`src/rtl/freq_meter.sv`:
```
// freq_meter: frequency / period / duty-cycle meter over a fixed gate window.
// Optional reciprocal-frequency path: define FREQ_METER_RECIP_EN.
// One restoring divider is shared by the duty and reciprocal computations.
module freq_meter #(
  parameter int unsigned CLK_HZ      = 100_000_000,
  parameter int unsigned GATE_DIV    = 1,
  parameter int unsigned CNT_W       = 32,
  parameter int unsigned FREQ_W      = 28,
  parameter int unsigned SYNC_STAGES = 2,
  parameter int unsigned LOW_THRESH  = 1000
) (
  input  logic              clk_100M,
  input  logic              rst,
  input  logic              sign_in,
  output logic [FREQ_W-1:0] freq,
  output logic [CNT_W-1:0]  period,
  output logic [6:0]        duty,
  output logic              mode,
  output logic              no_signal,
  output logic              valid
);

  localparam int unsigned GATE_CYCLES = CLK_HZ / GATE_DIV;
  localparam int unsigned DIV_W       = CNT_W + 7;
  localparam int unsigned DC_W        = $clog2(DIV_W + 1);
  localparam int unsigned XW          = DIV_W + FREQ_W + 32;
  localparam logic [XW-1:0] FREQ_MAX  = {{(XW-FREQ_W){1'b0}}, {FREQ_W{1'b1}}};

`ifdef FREQ_METER_RECIP_EN
  typedef enum logic [1:0] {IDLE, DIV_DUTY, DIV_FREQ, PUBLISH} state_t;
`else
  typedef enum logic [1:0] {IDLE, DIV_DUTY, PUBLISH} state_t;
`endif

  state_t state, state_nxt;

  logic [SYNC_STAGES-1:0] sync_q;
  logic                   synced, synced_d, rise;

  logic [CNT_W-1:0] gate_cnt;
  logic             gate_end;

  logic [CNT_W-1:0] edge_cnt, edge_nxt, high_cnt, high_nxt;
  logic [CNT_W-1:0] pcnt, pcnt_nxt, period_last, plast_nxt;
  logic             period_sat, psat_nxt;
  logic [1:0]       seen, seen_nxt;
  logic             pok_nxt;

  logic [CNT_W-1:0] edge_snap, period_snap;
  logic             pok_snap;

  logic [DIV_W-1:0] rem, quo, dvs, rem_step, quo_step;
  logic [DIV_W:0]   shifted, diff;
  logic             ge;
  logic [DC_W-1:0]  div_cnt;
  logic [6:0]       duty_res;

  logic load_duty, step, duty_done, pub;
`ifdef FREQ_METER_RECIP_EN
  logic             load_freq, use_recip;
  logic [XW-1:0]    recip_ext;
  logic [FREQ_W-1:0] recip_sat;
`endif

  logic [XW-1:0]     direct_ext;
  logic [FREQ_W-1:0] direct_sat, freq_sel;
  logic              mode_sel;

  assign synced   = sync_q[SYNC_STAGES-1];
  assign rise     = synced & ~synced_d;
  assign gate_end = (gate_cnt == CNT_W'(GATE_CYCLES - 1));

  // Synchroniser chain plus one-cycle history of the synced signal
  always_ff @(posedge clk_100M or negedge rst) begin
    if (!rst) begin
      sync_q   <= '0;
      synced_d <= 1'b0;
    end else begin
      sync_q   <= {sync_q[SYNC_STAGES-2:0], sign_in};
      synced_d <= synced;
    end
  end

  // Free-running gate counter, wraps back-to-back
  always_ff @(posedge clk_100M or negedge rst) begin
    if (!rst)          gate_cnt <= '0;
    else if (gate_end) gate_cnt <= '0;
    else               gate_cnt <= gate_cnt + 1'b1;
  end

  // Next values of accumulators and period tracking, including this cycle's sample
  always_comb begin
    edge_nxt = edge_cnt;
    if (rise && (edge_cnt != '1)) edge_nxt = edge_cnt + 1'b1;
    high_nxt  = high_cnt + CNT_W'(synced);
    pcnt_nxt  = (pcnt == '1) ? pcnt : pcnt + 1'b1;
    plast_nxt = period_last;
    psat_nxt  = period_sat | (pcnt_nxt == '1);
    seen_nxt  = seen;
    if (rise) begin
      plast_nxt = pcnt_nxt;
      pcnt_nxt  = '0;
      psat_nxt  = 1'b0;
      if (seen != 2'd2) seen_nxt = seen + 1'b1;
    end
    pok_nxt = (seen_nxt == 2'd2) && !psat_nxt;
  end

  // Accumulators, period counter and window-end snapshots
  always_ff @(posedge clk_100M or negedge rst) begin
    if (!rst) begin
      edge_cnt    <= '0;
      high_cnt    <= '0;
      pcnt        <= '0;
      period_last <= '0;
      period_sat  <= 1'b0;
      seen        <= '0;
      edge_snap   <= '0;
      period_snap <= '0;
      pok_snap    <= 1'b0;
    end else begin
      pcnt        <= pcnt_nxt;
      period_last <= plast_nxt;
      period_sat  <= psat_nxt;
      seen        <= seen_nxt;
      if (gate_end) begin
        edge_cnt    <= '0;
        high_cnt    <= '0;
        edge_snap   <= edge_nxt;
        period_snap <= plast_nxt;
        pok_snap    <= pok_nxt;
      end else begin
        edge_cnt <= edge_nxt;
        high_cnt <= high_nxt;
      end
    end
  end

  // One restoring-division step; borrow bit of diff selects the quotient bit
  always_comb begin
    shifted  = {rem, quo[DIV_W-1]};
    diff     = shifted - {1'b0, dvs};
    ge       = ~diff[DIV_W];
    rem_step = ge ? diff[DIV_W-1:0] : shifted[DIV_W-1:0];
    quo_step = {quo[DIV_W-2:0], ge};
  end

  // Frequency selection from snapshots and divider quotient
  always_comb begin
    direct_ext = XW'(edge_snap) * XW'(GATE_DIV);
    direct_sat = (direct_ext > FREQ_MAX) ? '1 : direct_ext[FREQ_W-1:0];
`ifdef FREQ_METER_RECIP_EN
    recip_ext = XW'(quo);
    recip_sat = (recip_ext > FREQ_MAX) ? '1 : recip_ext[FREQ_W-1:0];
    use_recip = (direct_ext < XW'(LOW_THRESH)) && pok_snap;
    freq_sel  = use_recip ? recip_sat : direct_sat;
    mode_sel  = use_recip;
`else
    freq_sel  = direct_sat;
    mode_sel  = 1'b0;
`endif
    if (edge_snap == '0) freq_sel = '0;
  end

  // Sequencer state register
  always_ff @(posedge clk_100M or negedge rst) begin
    if (!rst) state <= IDLE;
    else      state <= state_nxt;
  end

  // Sequencer next state and divider controls
  always_comb begin
    state_nxt = state;
    load_duty = 1'b0;
    step      = 1'b0;
    duty_done = 1'b0;
    pub       = 1'b0;
`ifdef FREQ_METER_RECIP_EN
    load_freq = 1'b0;
`endif
    case (state)
      IDLE: begin
        if (gate_end) begin
          load_duty = 1'b1;
          state_nxt = DIV_DUTY;
        end
      end
      DIV_DUTY: begin
        step = 1'b1;
        if (div_cnt == DC_W'(DIV_W - 1)) begin
          duty_done = 1'b1;
`ifdef FREQ_METER_RECIP_EN
          state_nxt = use_recip ? DIV_FREQ : PUBLISH;
`else
          state_nxt = PUBLISH;
`endif
        end
      end
`ifdef FREQ_METER_RECIP_EN
      // First cycle loads operands, then DIV_W steps
      DIV_FREQ: begin
        if (div_cnt == '0) load_freq = 1'b1;
        else               step      = 1'b1;
        if (div_cnt == DC_W'(DIV_W)) state_nxt = PUBLISH;
      end
`endif
      PUBLISH: begin
        pub       = 1'b1;
        state_nxt = IDLE;
      end
      default: state_nxt = IDLE;
    endcase
  end

  // Shared divider datapath; duty operands come from the live count so the
  // closing cycle's sample is included without an extra snapshot cycle
  always_ff @(posedge clk_100M or negedge rst) begin
    if (!rst) begin
      rem      <= '0;
      quo      <= '0;
      dvs      <= '0;
      div_cnt  <= '0;
      duty_res <= '0;
    end else begin
      div_cnt <= ((state_nxt == state) && (state != IDLE)) ? div_cnt + 1'b1 : '0;
      if (load_duty) begin
        rem <= '0;
        quo <= DIV_W'(high_nxt) * DIV_W'(100);
        dvs <= DIV_W'(GATE_CYCLES);
      end
`ifdef FREQ_METER_RECIP_EN
      else if (load_freq) begin
        rem <= '0;
        quo <= DIV_W'(CLK_HZ);
        dvs <= DIV_W'(period_snap);
      end
`endif
      else if (step) begin
        rem <= rem_step;
        quo <= quo_step;
      end
      if (duty_done) duty_res <= (quo_step > DIV_W'(100)) ? 7'd100 : quo_step[6:0];
    end
  end

  // Published outputs, updated together with a one-cycle valid pulse
  always_ff @(posedge clk_100M or negedge rst) begin
    if (!rst) begin
      freq      <= '0;
      period    <= '0;
      duty      <= '0;
      mode      <= 1'b0;
      no_signal <= 1'b0;
      valid     <= 1'b0;
    end else begin
      valid <= pub;
      if (pub) begin
        freq      <= freq_sel;
        period    <= period_snap;
        duty      <= duty_res;
        mode      <= mode_sel;
        no_signal <= (edge_snap == '0) | ~pok_snap;
      end
    end
  end

endmodule

```
`config.mk`:
```
export PLATFORM = sky130hd
export DESIGN_NAME = freq_meter
export DESIGN_NICKNAME = d
export VERILOG_FILES = /design/src/rtl/freq_meter.sv
export SDC_FILE = /design/constraint.sdc
export NUM_CORES = 1
export LEC_CHECK = 0
export BUFFER_PORTS_ARGS = -buffer_cell sky130_fd_sc_hd__buf_4
export CAP_MARGIN = 0
export CORE_ASPECT_RATIO = 0.5
export CORE_UTILIZATION = 57
export CTS_CLUSTER_DIAMETER = 80
export DETAILED_ROUTE_END_ITERATION = 10
export GPL_TIMING_DRIVEN = 1
export PLACE_DENSITY = 0.77
export SLEW_MARGIN = 20
export SYNTH_ARGS = -nofsm -noshare
export SYNTH_HDL_FRONTEND = slang
export SYNTH_SLANG_ARGS = --single-unit
export TNS_END_PERCENT = 5
```
`constraint.sdc`:
```
create_clock -name clk_100M -period 5.4 [get_ports clk_100M]
set_input_delay 0.27 -clock clk_100M [delete_from_list [all_inputs] [get_ports clk_100M]]
set_output_delay 0.27 -clock clk_100M [all_outputs]
set_load 0.005 [all_outputs]
```
==> flow_summary.json, run 1 <==
{
  "run_status": "finished, final reports clean",
  "synth_area_um2": 21000,
  "grt-ovfl-total": 0,
  "hold_viol_final": 0,
  "num_antenna_cells": 0,
  "synth-warning-count": 0,
  "io_buffer_count": 71,
  "dr_total_vias": 15746,
  "grtUsageMet3_pct": 3.49,
  "num_io_pins": 73,
  "final_antenna_net_count": 0,
  "layout.nets": 2443,
  "yosys.area.top_type_share_pct": 46.9,
  "syn_nets": 2380,
  "synth_top_cell_by_area": "dfrtp_1",
  "dp_hpwl_um": 30400,
  "p_seq_share_pct": 44.7,
  "maxSlewViolCount": 0,
  "layout-drive-gt1-share_pct": 9.71,
  "antenna_found_initial": 0,
  "route.detailed.drc": 0,
  "yosys-top-cells-count": "394 x dfrtp_1, 387 x nand2_1, 190 x nor2_1",
  "dp_cells": 2734,
  "clock_skew_ns": 0.0220,
  "fin_crit_sh_pct": 94.0,
  "max_clock_freq_mhz": 197,
  "synthFlopType": "dfrtp_1",
  "syn_area_per_cell_um2": 9.44,
  "required_ns": 5.78,
  "pwr-share-clk_pct": 38.5,
  "fin_tns_setup_ns": 0,
  "syn2layout_area_growth_pct": 11.8,
  "cts_buffer_depth": 3,
  "critPathMaxFanout": 6,
  "grt_pass1_wl_um": 74600,
  "critPathLaunchType": "register",
  "wl_um": 44400,
  "gr-max-usage-layer": "met2",
  "setup_viol": 0,
  "cts_tree": "yes",
  "dieWidth_um": 274,
  "period_minus_slack_ns": 5.08,
  "die_y_um": 138,
  "critPathKind": "register to register",
  "tightest_slew_ns": 1.12,
  "rows": 49,
  "htreeDepth": 2,
  "die-area_um2": 37700,
  "relSlewSlack_pct": 25.3,
  "vias_per_cell": 5.62,
  "use_met1_pct": 33.6,
  "finalNonFillerCells": 2802,
  "grt_pass1_vias": 15289,
  "grt_max_degree": 143,
  "cts_inserted_buffers": 36,
  "critPathArrivalTime_ns": 5.45,
  "power_uw": 6940,
  "synth_cells": 2228,
  "clk_pin_slew_ns": 0.07,
  "p_int_uw": 5040,
  "sw_frac_of_total_pct": 27.4,
  "async_flop_share_pct": 100,
  "switching_power_uw": 1900,
  "max-cap-violations": 0,
  "synth.distinct_cells": 79,
  "drt_pre_antenna_iters": 5,
  "ys_ff_latch": 394,
  "yosysMostFrequentCell": "dfrtp_1",
  "wl_per_cell_um": 15.9,
  "seq_area_frac_synth_pct": 46.9,
  "rsz0062_at_grt": "false",
  "power_frac_comb_pct": 16.9,
  "use_met2_pct": 40.0,
  "globalplace.congestion": 0.904,
  "min_path_type": "input pin to asynchronous set/reset pin",
  "insertion_delay_ns": 0.54,
  "clock-sinks": 394,
  "start_util_pct": 58.2,
  "coreArea_um2": 36100,
  "power_leakage_uw": 0.0120,
  "grt_usage_pct": 24.1,
  "power_density_nw_per_um2": 295,
  "dr.first_iter.drc_count": 1201,
  "vdd_drop_max_uv": 220,
  "synth_edf_count": 0,
  "cts-root-buf": "clkbuf_16",
  "synthTopCellsByArea": "dfrtp_1 47%, ha_1 7.3%, nand2_1 6.9%",
  "end_kind": "register"
}
per-stage QoR:
stage,cell area (um2),utilization (%),hold WS (ns),setup slack (ns)
floorplan,21000,-,-0.0256,0.406
finish,23500,65.1,0.236,0.325
CTS,23400,64.8,0.244,0.0151
detailed placement,22200,61.3,0.220,0.0339
global placement,22200,61.3,0.215,0.262
global route,23500,65.1,0.292,0.0179
worst paths after layout:
path	slack (ns)	startpoint	depth (start not counted)	end
setup / recovery	0.32	high_cnt[1]	22	quo[27]
hold / removal	0.24	rst	2	freq[19]
hold reg to reg	0.40	sync_q[0]	0	sync_q[1]
setup reg to reg	0.32	high_cnt[1]	22	quo[27]
max in group asynchronous	3.92	rst	3	rem[29]
min in group clk_100M	0.40	sync_q[0]	0	sync_q[1]
power groups by stage:
stage,Combinational (uW),Sequential (uW),Clock (uW)
floorplan,846,3140,0
global placement,1090,3140,0
detailed placement,1150,3150,0
CTS,1170,3100,2720
global route,1350,3110,2830
finish,1170,3100,2670
routing by layer:
layer  vias to the layer above  share of wire (%)
met2                       265                 47
met4                         0                2.0
li1                       7712                  -
met1                      7693                 47
met5                         -                  0
met3                        76                3.9
cells in the final DEF, fill, tap and decap left out, types with 6 or more instances in the layout:
cell / n
mux2_2: 11
clkbuf_16: 38
inv_1: 172
nand2_1: 385
xnor2_1: 91
and2_1: 13
nand4_1: 45
nor3_1: 37
dfrtp_1: 394
a22oi_1: 7
buf_4: 100
a31oi_1: 6
mux2i_1: 16
xor2_1: 78
a21o_1: 17
o21ai_0: 148
a22o_1: 19
and3_1: 22
and4_1: 13
nand2b_1: 6
o21bai_1: 6
a21oi_1: 52
a211oi_1: 9
nand3_1: 61
nor2_1: 189
or3_1: 11
clkinv_2: 7
o21a_1: 6
o211ai_1: 10
ha_1: 122
o22a_1: 29
clkbuf_8: 7
o31ai_1: 9
nor4_1: 34
fa_1: 26
area by class of cell:
cell class | count | area, um2
fillers | 2879 | 12600
multi-input cells | 1581 | 10300
flip-flops and latches | 394 | 9860
clock buffers | 50 | 1070
repair buffers | 105 | 826
inverters | 173 | 649
well taps | 484 | 606
clock inverters | 15 | 174
sequential cells by signal, indices dropped and copies added (netlist names), 2 cells and up:
signal	flops
div_cnt	6
duty	7
duty_res	7
edge_cnt	32
edge_snap	32
freq	28
gate_cnt	32
high_cnt	32
pcnt	32
period	32
period_last	32
period_snap	32
quo	39
rem	39
seen	2
state	2
sync_q	2
kinds of logic (layout without fill, tap and decap cells):
kind of cell	Yosys count	in the layout	share of synthesized area, %
muxes	27	27	1.35
AOI/OAI and AO/OA	354	354	10.7
adders and majority gates	149	149	9.80
other	1	1	0.0178
xor gates and xnor gates	175	175	7.29
and+or+nand+nor	875	875	19.4
DFF	394	394	46.9
buffers and inverters	253	343	4.59
worst max-delay path: stages, from the launching register on:
cell and delay (ns):
dfrtp_1 0.43, and4_2 0.34, and3_2 0.28, and3_1 0.23, nand2_1 0.08, xor2_1 0.18
inv_1 0.07, ha_1 0.29, ha_1 0.28, inv_1 0.05, fa_1 0.49, inv_1 0.04
ha_1 0.33, a21o_1 0.25, a211o_1 0.30, a31oi_1 0.16, o21ai_0 0.17, buf_4 0.19
a211oi_1 0.26, o21bai_1 0.13, xor2_1 0.16, mux2i_1 0.13, o21ai_0 0.08
timing repair:
action	CTS	global route
gates resized for setup	0	19
endpoints found under the setup margin	0	13
hold buffers	2	0
endpoints found under the hold margin	54	0
buffers inserted	0	1
Note: power is estimated with default switching activity, not from simulation.
==> run 2: changes to the inputs <==
CTS_BUF_LIST = sky130_fd_sc_hd__clkbuf_16   (was default)
==> run 2 against run 1 <==
  * Highest routed layer unchanged
  * Clock-buffer cell count decreased by 12
  * Die area is the same
  * Clock skew is essentially flat
  * Setup slack worse by 0.00094 ns
  * Cell count unchanged
  * Via count rose by 0.25%
  * Largest cell class unchanged
==> flow_summary.json, run 2 (same netlist as run 1, synthesis figures left out) <==
{
  "insertion_delay_ns": 0.54,
  "largestRegisters": "quo x39, rem x39",
  "cts_inserted_buffers": 36,
  "rsz0062_at_grt": "false",
  "vdd_drop_max_uv": 219,
  "final_cell_mix": "394 x dfrtp_1, 385 x nand2_1, 189 x nor2_1",
  "grt_pass1_vias": 15285,
  "htreeDepth": 2,
  "grt-ovfl-total": 0,
  "setup_viol": 0,
  "max-cap-violations": 0,
  "power_leakage_uw": 0.0120,
  "critPathMaxFanout": 6,
  "critPathKind": "register to register",
  "rr_worst_depth": 22,
  "dr.first_iter.drc_count": 1153,
  "grt_pass1_wl_um": 74400,
  "tightest_slew_ns": 1.12,
  "critPathArrivalTime_ns": 5.45,
  "nFillCells": 2885,
  "sw_frac_of_total_pct": 27.8,
  "required_ns": 5.78,
  "clock_skew_ns": 0.0225,
  "dr_total_vias": 15785,
  "grt_max_degree": 143,
  "power_density_nw_per_um2": 291,
  "crit_start": "high_cnt[1]",
  "relSlewSlack_pct": 25.3,
  "clk_pin_slew_ns": 0.07,
  "finalNonFillerCells": 2802,
  "layout.nets": 2443,
  "min_path_type": "input pin to asynchronous set/reset pin",
  "pwr-share-clk_pct": 37.4,
  "cts_tree": "yes",
  "maxSlewViolCount": 0,
  "clock-sinks": 394,
  "num_antenna_cells": 0,
  "final_antenna_net_count": 0,
  "drt_pre_antenna_iters": 5,
  "p_int_uw": 4930,
  "dp_cells": 2734,
  "rows": 49,
  "antenna_found_initial": 0,
  "max_clock_freq_mhz": 197,
  "hold_viol_final": 0,
  "coreArea_um2": 36100,
  "dp_hpwl_um": 30400,
  "p_seq_share_pct": 45.4,
  "mostFrequentLayoutCell": "dfrtp_1",
  "die_y_um": 138,
  "globalplace.congestion": 0.904,
  "io_buffer_count": 71,
  "run_status": "finished, final reports clean",
  "fin_crit_sh_pct": 94.0,
  "route.detailed.drc": 0,
  "dieWidth_um": 274,
  "r2r_start": "high_cnt[1]",
  "power_frac_comb_pct": 17.1,
  "num_io_pins": 73,
  "end_kind": "register",
  "grt_usage_pct": 24.1,
  "cts-root-buf": "clkbuf_16",
  "cts_buffer_depth": 3,
  "fin_tns_setup_ns": 0,
  "wl_um": 44400,
  "period_minus_slack_ns": 5.08,
  "layout-drive-gt1-share_pct": 9.40,
  "wl_per_cell_um": 15.8,
  "vias_per_cell": 5.63,
  "critPathLaunchType": "register",
  "switching_power_uw": 1900,
  "die-area_um2": 37700,
  "start_util_pct": 58.2,
  "syn2layout_area_growth_pct": 11.5
}
## run 2: cell count changes in the layout (fill, tap and decap cells not counted)
cell,before,now
clkbuf_1,5,0
clkbuf_8,7,0
clkinv_1,0,7
inv_1,172,177
## run 2: per-layer routing
metal / vias up / global-route usage, % / routed length, um
li1: 7707 / - / -
met1: 7703 / 33.5 / 20700
met2: 304 / 39.8 / 21000
met3: 71 / 3.50 / 1840
met4: 0 / 5.96 / 801
met5: - / 0 / 0
## run 2: repair_timing
action,in CTS,in global routing
setup buffers,0,1
endpoints found under the hold margin,54,0
setup endpoints to repair,0,13
gates resized for setup,0,19
hold buffers,2,0
## run 2: metrics by stage
step | hold slack [ns] | instance area, um2 | util [%] | power, uW | worst slack (ns)
floorplan | -0.0256 | 21000 | - | 3980 | 0.406
global placement | 0.215 | 22200 | 61.3 | 4230 | 0.262
detailed placement | 0.220 | 22200 | 61.3 | 4310 | 0.0339
CTS | 0.244 | 23300 | 64.6 | 6870 | 0.0151
global route | 0.292 | 23400 | 64.9 | 7170 | 0.0179
finish | 0.233 | 23400 | 64.9 | 6820 | 0.324
## run 2: layout make-up
| type | instances | area [um2] | area share (%) |
|---|---|---|---|
| clock buffers | 38 | 951 | 4.06 |
| clock inverters | 27 | 219 | 0.934 |
| inverters | 173 | 649 | 2.77 |
| multi-input cells | 1581 | 10300 | 44.1 |
| flip-flops and latches | 394 | 9860 | 42.1 |
| well taps | 484 | 606 | 2.58 |
| repair buffers | 105 | 826 | 3.52 |
## run 2: critical path, cell delays in order (launching register included)
cell and delay (ns):
dfrtp_1 0.43, and4_2 0.34, and3_2 0.28, and3_1 0.23
nand2_1 0.08, xor2_1 0.18, inv_1 0.07, ha_1 0.29
ha_1 0.28, inv_1 0.05, fa_1 0.49, inv_1 0.04
ha_1 0.33, a21o_1 0.25, a211o_1 0.30, a31oi_1 0.16
o21ai_0 0.17, buf_4 0.19, a211oi_1 0.26, o21bai_1 0.13
xor2_1 0.16, mux2i_1 0.13, o21ai_0 0.08
## run 2: power by group through the flow
stage / registers (uW) / logic, uW / clock network [uW]
2_1_floorplan: 3140 / 846 / 0
3_3_place_gp: 3140 / 1090 / 0
3_5_place_dp: 3150 / 1150 / 0
4_1_cts: 3100 / 1170 / 2600
5_1_grt: 3110 / 1350 / 2710
6_report: 3100 / 1170 / 2550
## run 2: worst paths after layout
kind / endpoint / slack [ns]
min: freq[19] / 0.23
min in group clk_100M: sync_q[0] / 0.41
max reg2reg: quo[27] / 0.32
max: quo[27] / 0.32
min reg2reg: sync_q[1] / 0.41
max in group asynchronous: rem[29] / 3.92
